--- src/rtl/slv_i2c_line_cond.sv ---
// slv_i2c_line_cond: SCL/SDA conditioning, edge/mid-phase strobes, START/STOP.
// Optional glitch filter compiled in with `define SLV_I2C_GLITCH_FLT_EN.
`timescale 1ns/1ps
module slv_i2c_line_cond #(
    parameter int CNT_SZ   = 10,
    parameter int FLT_LEN  = 3,
    parameter int HALF_DEF = 125
) (
    input  logic CLK,
    input  logic RST_n,
    input  logic I_IO_SCL,
    input  logic I_IO_SDA,
    output logic O_SCL,
    output logic O_SDA,
    output logic O_RS_IO_SCL,
    output logic O_FL_IO_SCL,
    output logic O_RS_IO_SDA,
    output logic O_FL_IO_SDA,
    output logic O_MDL_LW_IO_SCL,
    output logic O_MDL_HG_IO_SCL,
    output logic O_START,
    output logic O_STOP,
    output logic O_BUS_BUSY
);

    localparam logic [CNT_SZ-1:0] LEN_DEF = CNT_SZ'(2 * HALF_DEF);
    localparam logic [CNT_SZ-1:0] CNT_MAX = '1;

    if (FLT_LEN < 1) begin : g_flt_len_chk
        $error("FLT_LEN must be at least 1");
    end

    // bit 0 carries SCL, bit 1 carries SDA
    logic [1:0] sync1;
    logic [1:0] sync2;
    logic [1:0] lvl;
    logic [1:0] lvl_d;
    logic [1:0] rs;
    logic [1:0] fl;

    // two-flop synchronizers, idle-high out of reset
    always_ff @(posedge CLK or negedge RST_n) begin
        if (!RST_n) begin
            sync1 <= 2'b11;
            sync2 <= 2'b11;
        end else begin
            sync1 <= {I_IO_SDA, I_IO_SCL};
            sync2 <= sync1;
        end
    end

`ifdef SLV_I2C_GLITCH_FLT_EN
    localparam int FW = (FLT_LEN > 1) ? $clog2(FLT_LEN) : 1;
    localparam logic [FW-1:0] FLT_LAST = FW'(FLT_LEN - 1);

    logic [1:0][FW-1:0] flt_cnt;
    logic [1:0]         flt_q;

    // take a new level only after FLT_LEN consecutive differing samples
    always_ff @(posedge CLK or negedge RST_n) begin
        if (!RST_n) begin
            flt_cnt <= '0;
            flt_q   <= 2'b11;
        end else begin
            for (int i = 0; i < 2; i++) begin
                if (sync2[i] == flt_q[i]) begin
                    flt_cnt[i] <= '0;
                end else if (flt_cnt[i] == FLT_LAST) begin
                    flt_q[i]   <= sync2[i];
                    flt_cnt[i] <= '0;
                end else begin
                    flt_cnt[i] <= flt_cnt[i] + 1'b1;
                end
            end
        end
    end

    assign lvl = flt_q;
`else
    assign lvl = sync2;
`endif

    // previous conditioned levels, for edge detection
    always_ff @(posedge CLK or negedge RST_n) begin
        if (!RST_n) begin
            lvl_d <= 2'b11;
        end else begin
            lvl_d <= lvl;
        end
    end

    assign rs = lvl & ~lvl_d;
    assign fl = ~lvl & lvl_d;

    logic [CNT_SZ-1:0] lo_cnt;
    logic [CNT_SZ-1:0] hi_cnt;
    logic [CNT_SZ-1:0] lo_len;
    logic [CNT_SZ-1:0] hi_len;
    logic [CNT_SZ-1:0] lo_half;
    logic [CNT_SZ-1:0] hi_half;
    logic [CNT_SZ-1:0] lo_tgt;
    logic [CNT_SZ-1:0] hi_tgt;
    logic              bus_busy;

    // SCL phase counters and the length of the last complete phase
    always_ff @(posedge CLK or negedge RST_n) begin
        if (!RST_n) begin
            lo_cnt <= '0;
            hi_cnt <= '0;
            lo_len <= LEN_DEF;
            hi_len <= LEN_DEF;
        end else begin
            if (fl[0]) begin
                lo_cnt <= '0;
            end else if (!lvl[0] && lo_cnt != CNT_MAX) begin
                lo_cnt <= lo_cnt + 1'b1;
            end
            if (rs[0]) begin
                hi_cnt <= '0;
            end else if (lvl[0] && hi_cnt != CNT_MAX) begin
                hi_cnt <= hi_cnt + 1'b1;
            end
            if (rs[0]) begin
                lo_len <= lo_cnt;
            end
            if (fl[0]) begin
                hi_len <= hi_cnt;
            end
        end
    end

    assign lo_half = lo_len >> 1;
    assign hi_half = hi_len >> 1;
    assign lo_tgt  = (lo_half == '0) ? CNT_SZ'(1) : lo_half;
    assign hi_tgt  = (hi_half == '0) ? CNT_SZ'(1) : hi_half;

    // bus is busy from START until STOP
    always_ff @(posedge CLK or negedge RST_n) begin
        if (!RST_n) begin
            bus_busy <= 1'b0;
        end else if (O_START) begin
            bus_busy <= 1'b1;
        end else if (O_STOP) begin
            bus_busy <= 1'b0;
        end
    end

    assign O_SCL           = lvl[0];
    assign O_SDA           = lvl[1];
    assign O_RS_IO_SCL     = rs[0];
    assign O_FL_IO_SCL     = fl[0];
    assign O_RS_IO_SDA     = rs[1];
    assign O_FL_IO_SDA     = fl[1];
    assign O_MDL_LW_IO_SCL = ~lvl[0] & ~fl[0] & (lo_cnt == lo_tgt);
    assign O_MDL_HG_IO_SCL = lvl[0] & ~rs[0] & (hi_cnt == hi_tgt);
    // SDA edge only counts while SCL was high and is not falling now
    assign O_START         = fl[1] & lvl_d[0] & ~fl[0];
    assign O_STOP          = rs[1] & lvl_d[0] & ~fl[0];
    assign O_BUS_BUSY      = bus_busy;

endmodule
--- config.mk ---
export PLATFORM = sky130hd
export DESIGN_NAME = slv_i2c_line_cond
export DESIGN_NICKNAME = d
export VERILOG_FILES = /design/src/rtl/slv_i2c_line_cond.sv
export SDC_FILE = /design/constraint.sdc
export NUM_CORES = 1
export LEC_CHECK = 0
export BUFFER_PORTS_ARGS = -buffer_cell sky130_fd_sc_hd__buf_4
export CAP_MARGIN = 40
export CELL_PAD_IN_SITES_DETAIL_PLACEMENT = 1
export CELL_PAD_IN_SITES_GLOBAL_PLACEMENT = 1
export CORE_MARGIN = 5
export CORE_UTILIZATION = 50
export CTS_BUF_LIST = sky130_fd_sc_hd__clkbuf_4
export DETAILED_ROUTE_END_ITERATION = 12
export GPL_ROUTABILITY_DRIVEN = 0
export GPL_TIMING_DRIVEN = 0
export HOLD_SLACK_MARGIN = 0.02
export PLACE_DENSITY = 0.85
export RECOVER_POWER = 25
export SKIP_CTS_REPAIR_TIMING = 1
export SYNTH_ARGS = -nofsm -noshare
export SYNTH_HDL_FRONTEND = slang
export SYNTH_SLANG_ARGS = --single-unit
--- constraint.sdc ---
create_clock -name CLK -period 2.3 [get_ports CLK]
set_clock_uncertainty 0.1 [all_clocks]
set_input_delay 0.23 -clock CLK [delete_from_list [all_inputs] [get_ports CLK]]
set_output_delay 0.23 -clock CLK [all_outputs]
set_load 0.05 [all_outputs]
==> flow_metrics.tcl, run 1 <==
set metrics [dict create \
    outcome "finished with violations" \
    violations "negative setup slack" \
    drcViolationCount 0 \
    grt_pass1_wl_um 9430 \
    instances_no_fill 291 \
    portBuffers 14 \
    worstMarginPinSlew_ns 0.566 \
    postLayoutCellArea_um2 2710 \
    met3_length_um 156 \
    period_share 1.06 \
    rsz0062_at_grt "yes" \
    cp_max_fo 3 \
    diodes 0 \
    hpwlAfterDp_um 3920 \
    vias 1777 \
    rows 24 \
    end_kind "output pin" \
    synthCells 205 \
    syn_avg_cell_area_um2 11.2 \
    slew_violations 0 \
    placed_cells 271 \
    yosysWarningCount 0 \
    hold_path.class "register to register" \
    vdd_drop_max_v 0.000380 \
    insertion_delay_ns 0.36 \
    numCtsBuffers 5 \
    syn-num-nets 211 \
    wire_per_inst_um 20.1 \
    finalCriticalPeriod_ns 2.44 \
    synth_edf_count 0 \
    fmax_ghz 0.410 \
    die_w_um 77.6 \
    cts_sinks 45 \
    ys_seq_area_frac 0.502 \
    cp.arrival_ns 2.11 \
    p_leak_nw 1.17 \
    grt_max_degree 46 \
    fin_ws_ns -0.137 \
    setup_viol 1 \
    grt_overflow 0 \
    routed.top_layer "met4" \
    start_util 0.522 \
    detail-route-antenna-nets 0 \
    fin_setup_tns_ns -0.137 \
    grt_pass1_vias 1916 \
    met1_length_um 2330 \
    layout.nets 244 \
    ios 15 \
    critPathKind "register to output pin" \
    via_per_inst 6.11 \
    synthArstFlopShare 1.00 \
    synth_most_common_cell "dfrtp_1" \
    yosys_most_used_dff "dfrtp_1" \
    drtIter0Drc 127 \
    post-synth-top-area-cell "dfrtp_1" \
    syn_to_final_growth_pct 18.3 \
    wl_um 5850 \
    hold_violations 0 \
    start_kind "register" \
    cts_max_level 2 \
    synth_seq_cells 45 \
    core_um2 4380 \
    drive_above_1_share 0.389 \
    relSlewSlack 0.622 \
    required_ns 1.97 \
    synth_top_area_share 0.295 \
    antenna_found_initial 0 \
    syn_area_um2 2290 \
    placed_area_um2 2470 \
    powerDensity_nw_per_um2 551 \
    dieArea_um2 6030 \
    synthTopCellsByArea "dfrtp_1 30%, dfstp_2 21%, mux2_2 8.9%, xnor2_1 6.5%, nand3_1 2.4%" \
    die_h_um 77.6 \
    cts_tree "built" \
    clk_path_buf_depth 2 \
    synth_common_cells "27 x dfrtp_1, 18 x dfstp_2, 18 x mux2_2, 17 x xnor2_1, 12 x nor2_1" \
    drtPass1Iterations 4 \
    ys_types 44 \
    cts.clk_slew.worst_paths_ns 0.13 \
    drv_cap 0 \
    routed-wl-met2_um 3180 \
    grtUsageTotal 0.194 \
    cts_root_buf "clkbuf_4" \
    fillers 475 \
]
==> worst paths after layout <==
kind	to	slack, ns	depth (start not counted)	from
max	O_MDL_HG_IO_SCL	-0.14	5	hi_len[7]
min	lvl[1]	0.27	0	sync1[1]
max reg2reg	lo_cnt[8]	0.39	5	lo_cnt[1]
min reg2reg	lvl[1]	0.27	0	sync1[1]
max in group asynchronous	lo_len[8]	1.36	2	RST_n
min in group asynchronous	hi_cnt[0]	0.33	2	RST_n
==> worst max-delay path, cell delays in order, from the launching register on <==
cell and delay, ns:
dfstp_2 0.59, xnor2_2 0.12, nand4_1 0.13, or4_4 0.51, nor3_4 0.21, buf_6 0.18
==> layout by cell type, fill, tap and decap left out, drive strengths merged, types with 5 or more instances in the layout <==
master and instances:
nand2 8, nand4 6, dfrtp 27, a21oi 10, dfstp 18, mux2 18, nand3 11, xor2 5
nor2b 6, nor4 5, nor2 13, nor3 6, clkbuf 8, buf 31, xnor2 17
==> where the power goes <==
part / switching (W) / total (W) / internal (W)
logic: 0.000143 / 0.000248 / 0.000105
registers: 0.0000398 / 0.000877 / 0.000837
clock network: 0.000255 / 0.000366 / 0.000111
==> area by class of cell <==
class                   count  area [um2]  area share
flip-flops and latches     45        1150       0.426
multi-input cells         145        1130       0.418
repair buffers             27         214      0.0791
plain buffers              10        78.8      0.0291
well taps                  52        65.1      0.0241
clock buffers               5        37.5      0.0139
inverters                   4        15.0     0.00555
clock inverters             3        12.5     0.00463
==> state kept, by name, summed over array words and instances, names as in the netlist <==
name	cells
sync1	2
O_BUS_BUSY	1
hi_len	9
lo_len	9
lo_cnt	10
lvl	2
lvl_d	2
hi_cnt	10
==> metrics by stage <==
stage | worst slack (ns) | util | hold slack, ns | total power (W)
after floorplan | -0.192 | - | -0.166 | 0.00104
after global placement | 0.231 | 0.564 | 0.148 | 0.00110
after detailed placement | 0.177 | 0.564 | 0.162 | 0.00111
after CTS | -0.266 | 0.576 | -0.259 | 0.00149
after global routing | -0.240 | 0.617 | 0.274 | 0.00157
final | -0.137 | 0.617 | 0.267 | 0.00149
==> layer usage <==
layer	GRT usage	vias up
met5	0	-
met4	0.0859	0
met3	0.0475	19
met2	0.347	35
met1	0.216	916
li1	-	807
==> cells by family (layout without fill, tap and decap cells) <==
group,count (synthesis),in the layout,share of synthesized area
buf+inv,15,49,0.0416
xor+xnor,22,22,0.0842
simple gates,70,70,0.171
flops,45,45,0.502
mux,20,20,0.0974
compound gates,31,31,0.0930
fa+ha+maj,2,2,0.0109
(Power assumes the default switching activity.)
==> run 2, diff against run 1 <==
--- a/config.mk
+++ b/config.mk
@@ -9,7 +9,7 @@
 export CAP_MARGIN = 40
 export CELL_PAD_IN_SITES_DETAIL_PLACEMENT = 1
 export CELL_PAD_IN_SITES_GLOBAL_PLACEMENT = 1
-export CORE_MARGIN = 5
+export CORE_MARGIN = 2
 export CORE_UTILIZATION = 50
 export CTS_BUF_LIST = sky130_fd_sc_hd__clkbuf_4
 export DETAILED_ROUTE_END_ITERATION = 12
@@ -19,6 +19,7 @@
 export PLACE_DENSITY = 0.85
 export RECOVER_POWER = 25
 export SKIP_CTS_REPAIR_TIMING = 1
+export SLEW_MARGIN = 25
 export SYNTH_ARGS = -nofsm -noshare
 export SYNTH_HDL_FRONTEND = slang
 export SYNTH_SLANG_ARGS = --single-unit
==> flow_metrics.tcl, run 2 (synthesis gave the netlist of run 1 again) <==
set metrics [dict create \
    outcome "finished with violations" \
    violations "negative setup slack" \
    grtUsageTotal 0.231 \
    cp_slowest_cell "or4_4" \
    die_w_um 71.6 \
    worstMarginPinSlew_ns 1.09 \
    start_util 0.522 \
    cp_cell_sequence "buf_6 -> xnor2_2 -> nand4_1 -> or4_4 -> nor3_4 -> buf_6" \
    postLayoutCellArea_um2 2690 \
    drive_above_1_share 0.382 \
    multi_input_area_um2 1120 \
    cts_sinks 45 \
    register_area_um2 1150 \
    grt_overflow 0 \
    clk_path_buf_depth 2 \
    path_buf_inv 2 \
    critPathKind "register to output pin" \
    slew_violations 0 \
    r2r-start "hi_cnt[1]" \
    diodes 0 \
    hpwlAfterDp_um 3870 \
    drtIter0Drc 110 \
    grt_pass1_wl_um 9110 \
    fillers 470 \
    cts.clk_slew.worst_paths_ns 0.13 \
    portBuffers 14 \
    cp_common_cell "buf_6" \
    rows 24 \
    drv_cap 0 \
    finalPower_w 0.00152 \
    cts_max_level 2 \
    detail-route-antenna-nets 0 \
    fin_ws_ns -0.117 \
    wl_um 5610 \
    syn_to_final_growth_pct 17.8 \
    rsz0062_at_grt "yes" \
    vdd_drop_max_v 0.000363 \
    insertion_delay_ns 0.36 \
    grt_pass1_vias 1891 \
    period_share 1.05 \
    startpoint "hi_cnt[3]" \
    required_ns 1.97 \
    wire_per_inst_um 19.3 \
    finalCriticalPeriod_ns 2.42 \
    cts_tree "built" \
    fin_util 0.614 \
    fin_setup_tns_ns -0.117 \
    drcViolationCount 0 \
    drtPass1Iterations 4 \
    crit_family "simple AND/OR/NAND/NOR gates" \
    worst-path-stages 6 \
    cp.arrival_ns 2.09 \
    r2r_cells 5 \
    placed_area_um2 2470 \
    end_kind "output pin" \
    top_regs "hi_cnt: 10 flops, lo_cnt: 10 flops" \
    p_leak_nw 1.17 \
    numCtsBuffers 5 \
    dieArea_um2 5130 \
    hold_path.class "register to register" \
    die_h_um 71.6 \
    setup_viol 1 \
    whs_path_depth 0 \
    core_um2 4380 \
    layout.nets 243 \
    min_from "sync1[0]" \
    cp_max_fo 7 \
    cpPeakStageDelay_ns 0.46 \
    via_per_inst 5.95 \
    start_kind "register" \
    vias 1726 \
    hold_violations 0 \
    layout_commonest_cell "dfrtp_1" \
    fmax_ghz 0.414 \
    cts_root_buf "clkbuf_4" \
    powerDensity_nw_per_um2 563 \
    final_cell_mix "26 x dfrtp_1, 21 x buf_4, 18 x mux2_2" \
    relSlewSlack 0.271 \
    ios 15 \
    antenna_found_initial 0 \
    grt_max_degree 46 \
]
==> run 2: power by group <==
group / switching, W / internal (W) / leakage [nW] / total, W
sequential: 0.0000379 / 0.000836 / 0.555 / 0.000874
clock: 0.000245 / 0.000142 / 0.0338 / 0.000386
combinational: 0.000148 / 0.000107 / 0.579 / 0.000255
==> run 2: final timing paths <==
kind | endpoint | slack (ns)
worst max register to register | hi_cnt[1] | 0.48
max in group asynchronous | hi_cnt[4] | 0.86
worst min-delay path | lvl[0] | 0.26
min in group asynchronous | hi_cnt[2] | 0.52
worst max-delay path | O_MDL_HG_IO_SCL | -0.12
worst min register to register | lvl[0] | 0.26
==> run 2: layer usage <==
layer  vias up  track usage  part of all wire
met5         -            0                 0
met4         0       0.0839             0.022
met3        12       0.0450             0.024
met2        20        0.427              0.55
met1       884        0.264              0.40
li1        810            -                 -
==> run 2: stage by stage <==
step	std cells	setup WS (ns)	hold WS, ns
after floorplan	205	-0.192	-0.166
after detailed placement	271	0.189	0.159
after global routing	290	-0.203	0.270
after global placement	271	0.233	0.148
final	290	-0.117	0.265
after CTS	279	-0.247	-0.247
==> run 2: final cells by class <==
class                      instances  area share
sequential                        45       0.427
multi-input combinational        145       0.418
timing repair buffer              26      0.0757
buffer                            10      0.0293
tap                               52      0.0242
clock buffer                       7      0.0195
inverter                           4     0.00557
clock inverter                     1     0.00139
